`config.mk`:
```
export PLATFORM = sky130hd
export DESIGN_NAME = mac_frame_flat
export DESIGN_NICKNAME = d
export VERILOG_FILES = /design/src/rtl/mac_frame_pkg.sv /design/src/rtl/mac_frame_if.sv /design/src/rtl/mac_frame_mul_stage.sv /design/src/rtl/mac_frame.sv /design/src/flat_wrapper.sv
export SDC_FILE = /design/constraint.sdc
export NUM_CORES = 1
export LEC_CHECK = 0
export ABC_CLOCK_PERIOD_IN_PS = 4800
export CORE_UTILIZATION = 60
export DETAILED_ROUTE_END_ITERATION = 16
export GPL_ROUTABILITY_DRIVEN = 0
export PLACE_DENSITY = 0.95
export SLEW_MARGIN = 5
export SYNTH_ARGS = -nofsm -noshare
export SYNTH_HDL_FRONTEND = slang
export SYNTH_SLANG_ARGS = --single-unit
```
`constraint.sdc`:
```
create_clock -name clk -period 4.8 [get_ports clk]
set_clock_uncertainty 0.1 [all_clocks]
set_input_delay 0.72 -clock clk [delete_from_list [all_inputs] [get_ports clk]]
set_output_delay 0.72 -clock clk [all_outputs]
set_load 0.1 [all_outputs]
```
`src/rtl/mac_frame_pkg.sv`:
```
// Shared types and defaults for the mac_frame multiply-accumulate engine.
package mac_pkg;

  typedef enum logic [1:0] {ACC, FLUSH, HOLD} mac_state_t;

  localparam int MAC_XW    = 8;
  localparam int MAC_SHIFT = 6;
  localparam int MAC_AW    = 10;

  function automatic int mac_mw(input int xw, input int shift);
    return 2 * xw - shift;
  endfunction

endpackage

```
`src/rtl/mac_frame_if.sv`:
```
// Operand input stream and frame-result output stream of mac_frame.
interface mac_frame_if #(
  parameter int XW = 8,
  parameter int AW = 10
);
  logic          in_valid;
  logic          in_ready;
  logic [XW-1:0] x1;
  logic [XW-1:0] x2;
  logic          out_valid;
  logic          out_ready;
  logic [AW-1:0] out_y;
  logic          out_ovf;

  modport master (
    output in_valid, x1, x2, out_ready,
    input  in_ready, out_valid, out_y, out_ovf
  );

  modport slave (
    input  in_valid, x1, x2, out_ready,
    output in_ready, out_valid, out_y, out_ovf
  );
endinterface

```
`src/rtl/mac_frame_mul_stage.sv`:
```
// Stage 1: registered scaled product of each accepted operand beat.
module mac_mul_stage #(
  parameter int XW    = 8,
  parameter int SHIFT = 6,
  parameter int MW    = 10
) (
  input  logic          clk,
  input  logic          reset,
  input  logic          clear,
  input  logic          accept,
  input  logic [XW-1:0] x1,
  input  logic [XW-1:0] x2,
  output logic [MW-1:0] m,
  output logic          m_vld
);

  logic [2*XW-1:0] prod;
  logic [MW-1:0]   prod_sh;

  always_comb begin
    prod    = {{XW{1'b0}}, x1} * {{XW{1'b0}}, x2};
    prod_sh = MW'(prod >> SHIFT);
  end

  always_ff @(posedge clk or negedge reset) begin
    if (!reset) begin
      m     <= '0;
      m_vld <= 1'b0;
    end else if (clear) begin
      m     <= '0;
      m_vld <= 1'b0;
    end else begin
      m_vld <= accept;
      if (accept) m <= prod_sh;
    end
  end

endmodule

```
`src/rtl/mac_frame.sv`:
```
// Pipelined frame MAC: sums LEN scaled products, then hands the sum downstream.
module mac_frame
  import mac_pkg::*;
#(
  parameter int XW    = MAC_XW,
  parameter int SHIFT = MAC_SHIFT,
  parameter int AW    = MAC_AW,
  parameter int LEN   = 16,
  parameter int SAT   = 0
) (
  input  logic                   clk,
  input  logic                   reset,
  input  logic                   clear,
  mac_frame_if.slave             bus,
  output logic [mac_mw(XW, SHIFT)-1:0] m,
  output logic [AW-1:0]          y,
  output logic [$clog2(LEN)-1:0] count
);

  localparam int MW = mac_mw(XW, SHIFT);
  localparam int CW = $clog2(LEN);
  localparam logic [CW-1:0] LAST = CW'(LEN - 1);

  mac_state_t    state;
  logic          in_ready_q;
  logic          out_valid_q;
  logic [AW-1:0] out_y_q;
  logic          out_ovf_q;
  logic          ovf;
  logic          m_vld;
  logic          accept;
  logic [AW:0]   sum;
  logic          carry;
  logic [AW-1:0] acc_next;

  assign accept        = bus.in_valid && in_ready_q;
  assign bus.in_ready  = in_ready_q;
  assign bus.out_valid = out_valid_q;
  assign bus.out_y     = out_y_q;
  assign bus.out_ovf   = out_ovf_q;

  mac_mul_stage #(
    .XW   (XW),
    .SHIFT(SHIFT),
    .MW   (MW)
  ) u_mul (
    .clk   (clk),
    .reset (reset),
    .clear (clear),
    .accept(accept),
    .x1    (bus.x1),
    .x2    (bus.x2),
    .m     (m),
    .m_vld (m_vld)
  );

  always_comb begin
    sum      = {1'b0, y} + (AW+1)'(m);
    carry    = sum[AW];
    acc_next = (carry && SAT != 0) ? '1 : sum[AW-1:0];
  end

  // FLUSH always sees m_vld=1: it is entered only on the edge that accepted the last beat.
  always_ff @(posedge clk or negedge reset) begin
    if (!reset) begin
      state       <= ACC;
      in_ready_q  <= 1'b1;
      count       <= '0;
      y           <= '0;
      ovf         <= 1'b0;
      out_valid_q <= 1'b0;
      out_y_q     <= '0;
      out_ovf_q   <= 1'b0;
    end else if (clear) begin
      state       <= ACC;
      in_ready_q  <= 1'b1;
      count       <= '0;
      y           <= '0;
      ovf         <= 1'b0;
      out_valid_q <= 1'b0;
    end else begin
      case (state)
        ACC: begin
          if (accept) begin
            if (count == LAST) begin
              count      <= '0;
              state      <= FLUSH;
              in_ready_q <= 1'b0;
            end else begin
              count <= count + 1'b1;
            end
          end
          if (m_vld) begin
            y   <= acc_next;
            ovf <= ovf | carry;
          end
        end
        FLUSH: begin
          out_y_q     <= acc_next;
          out_ovf_q   <= ovf | carry;
          y           <= '0;
          ovf         <= 1'b0;
          out_valid_q <= 1'b1;
          state       <= HOLD;
        end
        HOLD: begin
          if (bus.out_ready) begin
            out_valid_q <= 1'b0;
            in_ready_q  <= 1'b1;
            state       <= ACC;
          end
        end
        default: begin
          state      <= ACC;
          in_ready_q <= 1'b1;
        end
      endcase
    end
  end

endmodule

```
`src/flat_wrapper.sv`:
```
// flat-port wrapper written by rule: the top's interface ports become plain ports
module mac_frame_flat import mac_pkg::*;
#(
  parameter int XW    = MAC_XW,
  parameter int SHIFT = MAC_SHIFT,
  parameter int AW    = MAC_AW,
  parameter int LEN   = 16,
  parameter int SAT   = 0
)
  (clk, reset, clear, m, y, count, bus_in_valid, bus_x1, bus_x2, bus_out_ready, bus_in_ready, bus_out_valid, bus_out_y, bus_out_ovf);
  mac_frame_if #(.XW(XW), .AW(AW)) bus_i ();
  input  logic clk;
  input  logic reset;
  input  logic clear;
  output logic [mac_mw(XW, SHIFT)-1:0] m;
  output logic [AW-1:0] y;
  output logic [$clog2(LEN)-1:0] count;
  input wire logic [$bits(bus_i.in_valid)-1:0] bus_in_valid;
  input wire logic [$bits(bus_i.x1)-1:0] bus_x1;
  input wire logic [$bits(bus_i.x2)-1:0] bus_x2;
  input wire logic [$bits(bus_i.out_ready)-1:0] bus_out_ready;
  output wire logic [$bits(bus_i.in_ready)-1:0] bus_in_ready;
  output wire logic [$bits(bus_i.out_valid)-1:0] bus_out_valid;
  output wire logic [$bits(bus_i.out_y)-1:0] bus_out_y;
  output wire logic [$bits(bus_i.out_ovf)-1:0] bus_out_ovf;
  assign bus_i.in_valid = bus_in_valid;
  assign bus_i.x1 = bus_x1;
  assign bus_i.x2 = bus_x2;
  assign bus_i.out_ready = bus_out_ready;
  assign bus_in_ready = bus_i.in_ready;
  assign bus_out_valid = bus_i.out_valid;
  assign bus_out_y = bus_i.out_y;
  assign bus_out_ovf = bus_i.out_ovf;
  mac_frame #(.XW(XW), .SHIFT(SHIFT), .AW(AW), .LEN(LEN), .SAT(SAT)) u_core (.clk(clk), .reset(reset), .clear(clear), .bus(bus_i), .m(m), .y(y), .count(count));
endmodule
```
==> results of run 1 <==
-- sequential cells by signal, summed over array words and instances (netlist names) --
register	count
u_core.ovf	1
u_core.bus.out_ovf	1
u_core.bus.in_ready	1
u_core.state	2
u_core.bus.out_y	10
u_core.y	10
u_core.u_mul.m	10
u_core.u_mul.m_vld	1
u_core.bus.out_valid	1
u_core.count	4
-- report_power, final --
part,internal [µW],switching (µW)
clock network,101,122
logic,588,980
registers,390,58.6
-- routing by layer --
metal  share of wire, %  up-vias  wire, µm
met5                  0        -         0
met3                7.5       63       843
met1                 38     1820      4270
met4                4.2        0       476
met2                 51      241      5700
li1                   -     1600         -
-- path summary, 6_finish.rpt --
check                                                  end  slack (ns)  cells after the start
setup / recovery             u_core.u_mul.m[4]$_DFFE_PN0P_        0.04                     15
hold / removal             u_core.bus.out_y[7]$_DFFE_PN0P_        0.38                      2
setup reg to reg                   u_core.y[8]$_DFFE_PN0P_        2.30                      7
hold reg to reg            u_core.bus.out_y[7]$_DFFE_PN0P_        0.38                      2
max in group asynchronous    u_core.u_mul.m[3]$_DFFE_PN0P_        3.60                      1
min in group asynchronous  u_core.bus.out_y[8]$_DFFE_PN0P_        0.44                      1
-- metrics by stage --
| stage | hold slack (ns) | instances | total power [µW] |
|---|---|---|---|
| global route | 0.417 | 592 | 2350 |
| global placement | 0.361 | 579 | 1720 |
| floorplan | 0.324 | 417 | 1340 |
| detailed placement | 0.369 | 579 | 1770 |
| CTS | 0.387 | 588 | 2060 |
| finish | 0.380 | 592 | 2240 |
-- cell type report --
type | count | area, µm²
Sequential cell | 41 | 1030
Inverter | 51 | 191
Timing Repair Buffer | 97 | 826
Clock inverter | 2 | 10.0
Tap cell | 77 | 96.3
Multi-Input combinational cell | 318 | 2880
Clock buffer | 6 | 72.6
Fill cell | 331 | 1280
-- cells by family (layout without fill, tap and decap cells) --
group           after synthesis  in the layout  share of synthesized area (%)
compound gates               82             82                           14.9
xor+xnor                     12             12                           2.64
fa+ha+maj                    80             80                           31.9
buf+inv                      58            156                           5.49
flops                        41             41                           25.8
mux                           4              4                           1.10
simple gates                140            140                           18.2
-- synthesized netlist by cell type (all sizes together) (2+ instances only) --
cell type and n:
a211o 3, a21o 10, a21oi 15, a221oi 3
a22o 4, a32o 3, and2 50, buf 2
clkbuf 5, dfrtp 40, fa 36, ha 44
inv 51, mux2 3, nand2 43, nand2b 3
nand3 8, nand3b 2, nand4 2, nor2 16
nor2b 3, nor3 5, o21a 2, o21ai 23
o41ai 2, or3 2, xnor2 4, xor2 8
-- critical path: stages --
cell and delay (ns):
clkbuf_2 0.19, nand2_1 0.12, fa_1 0.51, fa_1 0.51
inv_1 0.06, fa_1 0.53, inv_1 0.06, fa_1 0.53
inv_1 0.07, ha_4 0.26, a21o_1 0.23, o2bb2ai_4 0.16
o31a_1 0.31, or3_1 0.33, a32o_1 0.26
-- repair_timing --
item | 4_1_cts | 5_1_grt
cloned | 0 | 0
resized for setup | 21 | 39
pin swaps | 7 | 21
buffers inserted | 1 | 4
setup endpoints to repair | 8 | 9
==> out/results.ini, run 1 <==
[routing]
post_drt_wl_per_cell_um = 19.1
routed_wl_um = 11300
drtPass1Iterations = 7
postRouteAntennaNets = 0
via_per_inst = 6.29
vias = 3724
drc = 0
drt_iter0_drc = 253

[global_routing]
grt_pass1_vias = 3771
antenna_found_initial = 0
grt_use_met1_pct = 38.7
grt_max_degree = 42
grt.overflow.total = 0
grtUsageTotal_pct = 31.4
grtUsageMet3_pct = 5.24
busiest_layer = met2
grtUsageMet2_pct = 54.5
grt_pass1_wl_um = 17400

[layout]
area_growth_syn_to_layout_pct = 28.1
n_antenna_cell = 0
layout_commonest_cell = inv_1
fin_nets = 615
layout_common_cells = 51 x inv_1, 46 x and2_1, 43 x clkdlybuf4s50_1
drive_gt1_share_pct = 17.5
post-route-cell-area_um2 = 5110
final_util_pct = 80.0

[placed_design]
io_buffers = 57
hpwl_um = 7690
dpl_worst_slack_ns = -0.637
placed_area_um2 = 4880

[worst_setup_path]
start_kind = primary input
reg2reg_from = u_core.y[0]$_DFFE_PN0P_
startpoint = bus_x1[3]
cp_data_arrival_time_ns = 4.85
worst-setup-path-type = in -> reg
end_kind = register
worst-path-max-fanout = 7
cp_data_required_time_ns = 4.89

[clocking]
cts_made_buffers = 5
clock-sinks = 41
cts_max_path_buffers = 2
hold_buffers = 0
htree_levels = 2
cts_tree = yes
cts.clk_slew.worst_paths_ns = 0.08
root_buffer = clkbuf_8
clk_latency_ns = 0.30

[yosys]
yosysSeqAreaShare_pct = 25.8
synth_top_area_cell = dfrtp_1
syn_inst = 417
syn_nets = 518
synth_ff_type = dfrtp_1
synthTopCellsByArea = dfrtp_1 25%, fa_1 18%, ha_1 14%, and2_1 7.8%, inv_1 4.8%
synth_edf_count = 0
synth.avg_cell_area_um2 = 9.56
netlist_area_um2 = 3990
synth_seq_cells = 41
synth_top_area_share_pct = 25.1
ys_async_sr_fraction_pct = 100
ys_types = 57
yosys_warnings = 0

[floorplanning]
dieArea_um2 = 6970
pin_count = 58
die-width_um = 83.5
core.rowCount = 29
die_y_um = 83.5
start_util_pct = 62.4
core_um2 = 6390

[sta]
fin_crit_sh_pct = 99.1
max_freq_mhz = 210
setup_violations = 0
tightest_slew_ns = 1.01
fin_crit_ns = 4.76
slew_headroom_pct = 32.5
setup_tns_ns = 0
slew_violations = 0
fin_ws_ns = 0.0424
hold_violations = 0

[flow_run]
cap_violations = 0

[hold_path]
min_from = u_core.bus.out_y[7]$_DFFE_PN0P_
worstHoldPathType = reg -> reg

[power]
ir_drop_uv = 418
power.density_nw_per_um2 = 439
leakage_uw = 0.00255

[status]
status = completed

(Power assumes the default switching activity.)
==> run 2: changes to the inputs <==
ABC_AREA = 1   (was not set)
CORE_UTILIZATION = 61   (was 60)
CTS_CLUSTER_SIZE = 16   (was not set)
==> run 2 against run 1 <==
Compared with the run above: via count up 9.6%; clock power increased by 9%; setup slack better by 0.068 ns; sequential share of layout area is 0.99 points lower; core utilization is 1.8 points lower; flip-flop and latch count stayed put; largest cell class unchanged.
==> out/results.ini, run 2 <==
[status]
status = completed

[power]
leakage_uw = 0.00323  ; +26%
switchingPower_uw = 1080  ; -7.3%
clkPwrFrac_pct = 11.5  ; +1.6 points
power.density_nw_per_um2 = 392  ; -11%
p_int_uw = 1030  ; -4.6%
swShare_pct = 51.1  ; -0.72 points
pwr-share-seq_pct = 20.4  ; +0.4 points
p_comb_share_pct = 68.1  ; -1.9 points
totalPowerFinal_uw = 2100  ; -6.0%
ir_drop_uv = 176  ; -58%

[routing]
vias = 4082  ; +9.6%
drc = 0  ; unchanged
drt_iter0_drc = 174  ; -31%
via_per_inst = 5.27  ; -16%
postRouteAntennaNets = 0  ; unchanged
routed_wl_um = 10100  ; -11%
drtPass1Iterations = 4  ; -3
post_drt_wl_per_cell_um = 13.0  ; -32%

[yosys]
yosys_warnings = 0  ; unchanged
ys_async_sr_fraction_pct = 100  ; unchanged
netlist_top_cells_count = 177 x nand2_1, 139 x inv_1, 44 x ha_1
synth_top_area_cell = dfrtp_1
yosysSeqAreaShare_pct = 23.5  ; -2.3 points
synth_edf_count = 0  ; unchanged
synthTopCellsByArea = dfrtp_1 23%, fa_1 16%, nand2_1 15%, ha_1 13%, inv_1 12%
synth_top_area_share_pct = 22.9  ; -2.2 points
netlist_area_um2 = 4370  ; +9.6%
synth_seq_cells = 41  ; unchanged
synth.avg_cell_area_um2 = 7.32  ; -23%
syn_inst = 597  ; +43%
yosysMostFrequentCell = nand2_1
syn_nets = 698  ; +35%
synth_ff_type = dfrtp_1
ys_types = 32  ; -44%

[placed_design]
dpl_worst_slack_ns = -0.244  ; +0.393 ns
hpwl_um = 8340  ; +8.5%
dpl.cell_count = 766  ; +32%
io_buffers = 57  ; unchanged

[global_routing]
grt_max_degree = 42  ; unchanged
antenna_found_initial = 0  ; unchanged
grt_pass1_wl_um = 17300  ; -0.44%
grt.overflow.total = 0  ; unchanged
grtUsageTotal_pct = 29.2  ; -2.2 points
grt_pass1_vias = 4242  ; +12%

[sta]
hold_violations = 0  ; unchanged
slew_headroom_pct = 34.5  ; +2.0 points
fin_ws_ns = 0.110  ; +0.0675 ns
max_freq_mhz = 213  ; +1.4%
fin_crit_ns = 4.69  ; -0.0675 ns
fin_crit_sh_pct = 97.7  ; -1.4 points
slew_violations = 0  ; unchanged
tightest_slew_ns = 0.979  ; -0.0300 ns
setup_tns_ns = 0  ; unchanged
setup_violations = 0  ; unchanged

[floorplanning]
core_um2 = 6870  ; +7.6%
die_y_um = 86.6  ; +3.8%
start_util_pct = 63.6  ; +1.2 points
pin_count = 58  ; unchanged
die-width_um = 86.6  ; +3.8%
core.rowCount = 30  ; +3.4%
dieArea_um2 = 7500  ; +7.7%

[layout]
instances_no_fill = 774  ; +31%
fillers = 469  ; +42%
register_area_um2 = 1030  ; unchanged
fin_nets = 778  ; +27%
drive_gt1_share_pct = 8.85  ; -8.6 points
n_antenna_cell = 0  ; unchanged
multi_input_area_um2 = 2790  ; -3.3%
layout_common_cells = 177 x nand2_1, 139 x inv_1, 48 x clkdlybuf4s50_1
area_growth_syn_to_layout_pct = 22.9
layout_commonest_cell = nand2_1

[worst_setup_path]
cp_data_arrival_time_ns = 4.77  ; -0.08 ns
end_kind = register
cp_data_required_time_ns = 4.88  ; about the same
worst-path-max-fanout = 6  ; -1
start_kind = primary input
worst-setup-path-type = in -> reg

[clocking]
post_cts_buffers = 0  ; -1
cts_made_buffers = 5  ; unchanged
cts_max_path_buffers = 2  ; unchanged
hold_buffers = 0  ; unchanged
cts.clk_slew.worst_paths_ns = 0.07  ; about the same
clock-sinks = 41  ; unchanged
clk_latency_ns = 0.29  ; about the same
ctsResizeCount = 0  ; -100%
htree_levels = 2  ; unchanged
root_buffer = clkbuf_8
cts_tree = yes

[flow_run]
cap_violations = 0  ; unchanged

[hold_path]
worstHoldPathType = reg -> reg

==> run 2: power groups by stage <==
stage / clock network [µW] / logic [µW] / registers, µW
floorplan: 0 / 689 / 722
global placement: 0 / 1330 / 432
finish: 242 / 1430 / 430
CTS: 245 / 1380 / 428
detailed placement: 0 / 1380 / 434
global route: 258 / 1570 / 435
==> run 2: worst max-delay path, cell delays in order <==
cell and delay [ns]:
clkdlybuf4s50_1 0.60, nand2_1 0.10, inv_1 0.07, fa_1 0.43
fa_1 0.52, fa_1 0.54, inv_1 0.05, fa_1 0.53
inv_1 0.07, ha_4 0.28, nand2_1 0.11, o21ai_0 0.27
inv_1 0.09, buf_4 0.14, nand2_1 0.06, nand2_1 0.05
nand3_1 0.08, nand2_1 0.05
==> run 2: metrics by stage <==
| stage | hold slack, ns | area, µm² | util (%) |
|---|---|---|---|
| 2_1_floorplan | 0.324 | 4370 | - |
| 3_3_place_gp | 0.362 | 5230 | 76.1 |
| 3_5_place_dp | 0.376 | 5230 | 76.1 |
| 4_1_cts | 0.394 | 5330 | 77.5 |
| 5_1_grt | 0.423 | 5370 | 78.2 |
| 6_report | 0.392 | 5370 | 78.2 |
==> run 2: worst paths after layout <==
path | from | to | slack (ns) | cells past startpoint
setup reg to reg | u_core.y[0]$_DFFE_PN0P_ | u_core.y[6]$_DFFE_PN0P_ | 2.70 | 10
hold / removal | u_core.ovf$_DFFE_PN0P_ | u_core.ovf$_DFFE_PN0P_ | 0.39 | 2
hold reg to reg | u_core.ovf$_DFFE_PN0P_ | u_core.ovf$_DFFE_PN0P_ | 0.39 | 2
min in group asynchronous | reset | u_core.bus.out_valid$_DFFE_PN0P_ | 0.43 | 1
setup / recovery | bus_x2[2] | u_core.u_mul.m[5]$_DFFE_PN0P_ | 0.11 | 18
max in group asynchronous | reset | u_core.bus.out_y[6]$_DFFE_PN0P_ | 3.62 | 1
==> run 2: logic make-up (layout without fill, tap and decap cells) <==
kind of cell / after synthesis / in the layout / share of synthesized area, %
xor gates and xnor gates: 8 / 8 / 1.60
AOI/OAI and AO/OA: 52 / 52 / 6.87
and+or+nand+nor: 262 / 262 / 25.6
adders and majority gates: 80 / 80 / 29.1
buffers and inverters: 154 / 235 / 13.3
DFF: 41 / 41 / 23.5
==> run 2: final cells by class <==
cell class | instances | area share (%)
Sequential cell | 41 | 19.1
Clock buffer | 7 | 1.79
Clock inverter | 1 | 0.0932
Multi-Input combinational cell | 402 | 51.9
Timing Repair Buffer | 87 | 15.1
Tap cell | 96 | 2.24
Inverter | 140 | 9.78
==> run 2: per-layer routing <==
| metal | share of wire (%) | global-route usage, % |
|---|---|---|
| met1 | 37 | 29.1 |
| met2 | 54 | 56.5 |
| met3 | 4.8 | 4.00 |
| met4 | 5.0 | 18.6 |
| met5 | 0 | 0 |
==> run 3: changes to the inputs <==
ABC_CLOCK_PERIOD_IN_PS = 5300   (was 4800)
CORE_MARGIN = 10   (was not set)
CORE_UTILIZATION = 57   (was 61)
PLACE_DENSITY = 0.91   (was 0.95)
clock period = 5.3 ns   (was 4.8 ns; I/O delays follow)
==> run 3 against run 2 <==
Compared with the run above: largest power group unchanged; worst hold slack worse by 0.0061 ns; clock power is essentially flat; via count down 3.7%; first-iteration DRC count grew 47%; largest cell class unchanged; highest routed layer unchanged; critical path depth stayed put; die area grew 54%; setup slack better by 0.24 ns; non-clock buffer count decreased by 27; sequential power shrank 9.5%; sequential share of layout area is 0.89 points higher.
==> out/results.ini, run 3 (synthesis gave the netlist of run 2 again) <==
[placed_design]
dpl_worst_slack_ns = 0.0764  ; +0.320 ns
io_buffers = 57  ; unchanged
hpwl_um = 8380  ; +0.45%
dpl.cell_count = 742  ; -3.1%
placed_area_um2 = 5030  ; -3.8%

[sta]
setup_tns_ns = 0  ; unchanged
fin_ws_ns = 0.349  ; +0.239 ns
slew_headroom_pct = 32.9  ; -1.6 points
slew_violations = 0  ; unchanged
setup_violations = 0  ; unchanged
max_freq_mhz = 202
fin_crit_sh_pct = 93.4
tightest_slew_ns = 1.00  ; +0.0246 ns
hold_violations = 0  ; unchanged
grt_setup_unrepaired = no
fin_crit_ns = 4.95

[global_routing]
grt_pass1_wl_um = 17800  ; +2.5%
grt_use_met1_pct = 19.8  ; -9.3 points
grt.overflow.total = 0  ; unchanged
grtUsageMet3_pct = 3.17  ; -0.83 points
antenna_found_initial = 0  ; unchanged
busiest_layer = met2
grt_max_degree = 42  ; unchanged
grt_pass1_vias = 4098  ; -3.4%
grtUsageTotal_pct = 18.1  ; -11 points
grtUsageMet2_pct = 34.1  ; -22 points

[power]
totalPowerFinal_uw = 1800  ; -15%
leakage_uw = 0.00303  ; -6.2%
power.density_nw_per_um2 = 350  ; -11%
ir_drop_uv = 151  ; -14%

[worst_setup_path]
end_kind = register
cp_data_required_time_ns = 5.39  ; +0.51 ns
cp_data_arrival_time_ns = 5.04  ; +0.27 ns
worst-setup-path-type = in -> reg
start_kind = primary input
worst-path-max-fanout = 8  ; +2

[clocking]
post_cts_buffers = 0  ; unchanged
cts_made_buffers = 5  ; unchanged
clk_latency_ns = 0.29  ; about the same
cts.clk_slew.worst_paths_ns = 0.08  ; about the same
clock-sinks = 41  ; unchanged
cts_max_path_buffers = 2  ; unchanged
hold_buffers = 0  ; unchanged
root_buffer = clkbuf_8
ctsResizeCount = 0  ; unchanged
htree_levels = 2  ; unchanged
cts_tree = yes

[floorplanning]
core_um2 = 7370  ; +7.3%
die-width_um = 108  ; +24%
start_util_pct = 59.3  ; -4.3 points
core.rowCount = 31  ; +3.3%
pin_count = 58  ; unchanged
dieArea_um2 = 11600  ; +54%
die_y_um = 108  ; +24%

[flow_run]
cap_violations = 0  ; unchanged

[routing]
vias = 3930  ; -3.7%
via_per_inst = 5.24  ; -0.64%
postRouteAntennaNets = 0  ; unchanged
drtPass1Iterations = 5  ; +1
routed_wl_um = 9940  ; -1.5%
post_drt_wl_per_cell_um = 13.2  ; +1.7%
drt_iter0_drc = 255  ; +47%
drc = 0  ; unchanged

[layout]
area_growth_syn_to_layout_pct = 17.5
instances_no_fill = 750  ; -3.1%
layout_common_cells = 177 x nand2_1, 139 x inv_1, 56 x clkdlybuf4s50_1
multi_input_area_um2 = 2760  ; -0.90%
fin_nets = 751  ; -3.5%
n_antenna_cell = 0  ; unchanged
post-route-cell-area_um2 = 5130  ; -4.4%
register_area_um2 = 1030  ; unchanged
layout_commonest_cell = nand2_1
drive_gt1_share_pct = 4.15  ; -4.7 points
fillers = 582  ; +24%

[status]
status = completed

[hold_path]
worstHoldPathType = reg -> reg

run 3: cell type report:
type	count	share of cell area, %
clock buffer	6	1.41
sequential	41	20.0
inverter	140	10.2
timing repair buffer	60	11.5
multi-input combinational	402	53.8
tap	99	2.41
clock inverter	2	0.682
run 3: through the flow:
| step | utilization (%) | hold WS, ns |
|---|---|---|
| after detailed placement | 68.2 | 0.369 |
| after CTS | 69.7 | 0.391 |
| final | 69.7 | 0.386 |
| after global placement | 68.2 | 0.362 |
| after global routing | 69.7 | 0.417 |
| after floorplan | - | 0.350 |
run 3: critical path, cell delays in order:
cell and delay, ns:
clkdlybuf4s50_1 0.61, nand2_1 0.12, fa_1 0.52, fa_1 0.55, inv_1 0.05, fa_1 0.52
inv_1 0.05, fa_1 0.52, inv_1 0.04, ha_1 0.35, nand2_1 0.15, inv_1 0.06
a21boi_0 0.28, nor2_1 0.07, nor2_1 0.12, nand3b_1 0.09, nand3_1 0.08, nand2_1 0.05
run 3: routing by layer:
layer,vias up,part of all wire (%)
li1,1907,-
met1,1823,39
met2,170,52
met3,30,7.0
met4,0,2.5
met5,-,0
run 3: path summary, 6_finish.rpt:
kind / startpoint / slack (ns) / cells after the start / end
max: bus_x2[7] / 0.35 / 18 / u_core.u_mul.m[7]$_DFFE_PN0P_
min: u_core.bus.out_y[7]$_DFFE_PN0P_ / 0.39 / 2 / u_core.bus.out_y[7]$_DFFE_PN0P_
max reg2reg: u_core.u_mul.m[0]$_DFFE_PN0P_ / 3.24 / 9 / u_core.bus.out_y[8]$_DFFE_PN0P_
min reg2reg: u_core.bus.out_y[7]$_DFFE_PN0P_ / 0.39 / 2 / u_core.bus.out_y[7]$_DFFE_PN0P_
max in group asynchronous: reset / 4.06 / 1 / u_core.u_mul.m[3]$_DFFE_PN0P_
min in group asynchronous: reset / 0.50 / 1 / u_core.bus.out_y[2]$_DFFE_PN0P_
run 3: report_power, final:
group / leakage (µW) / switching [µW] / total (µW) / internal, µW
clock: 0.0000552 / 104 / 244 / 140
combinational: 0.00241 / 801 / 1160 / 363
sequential: 0.000560 / 39.0 / 389 / 350
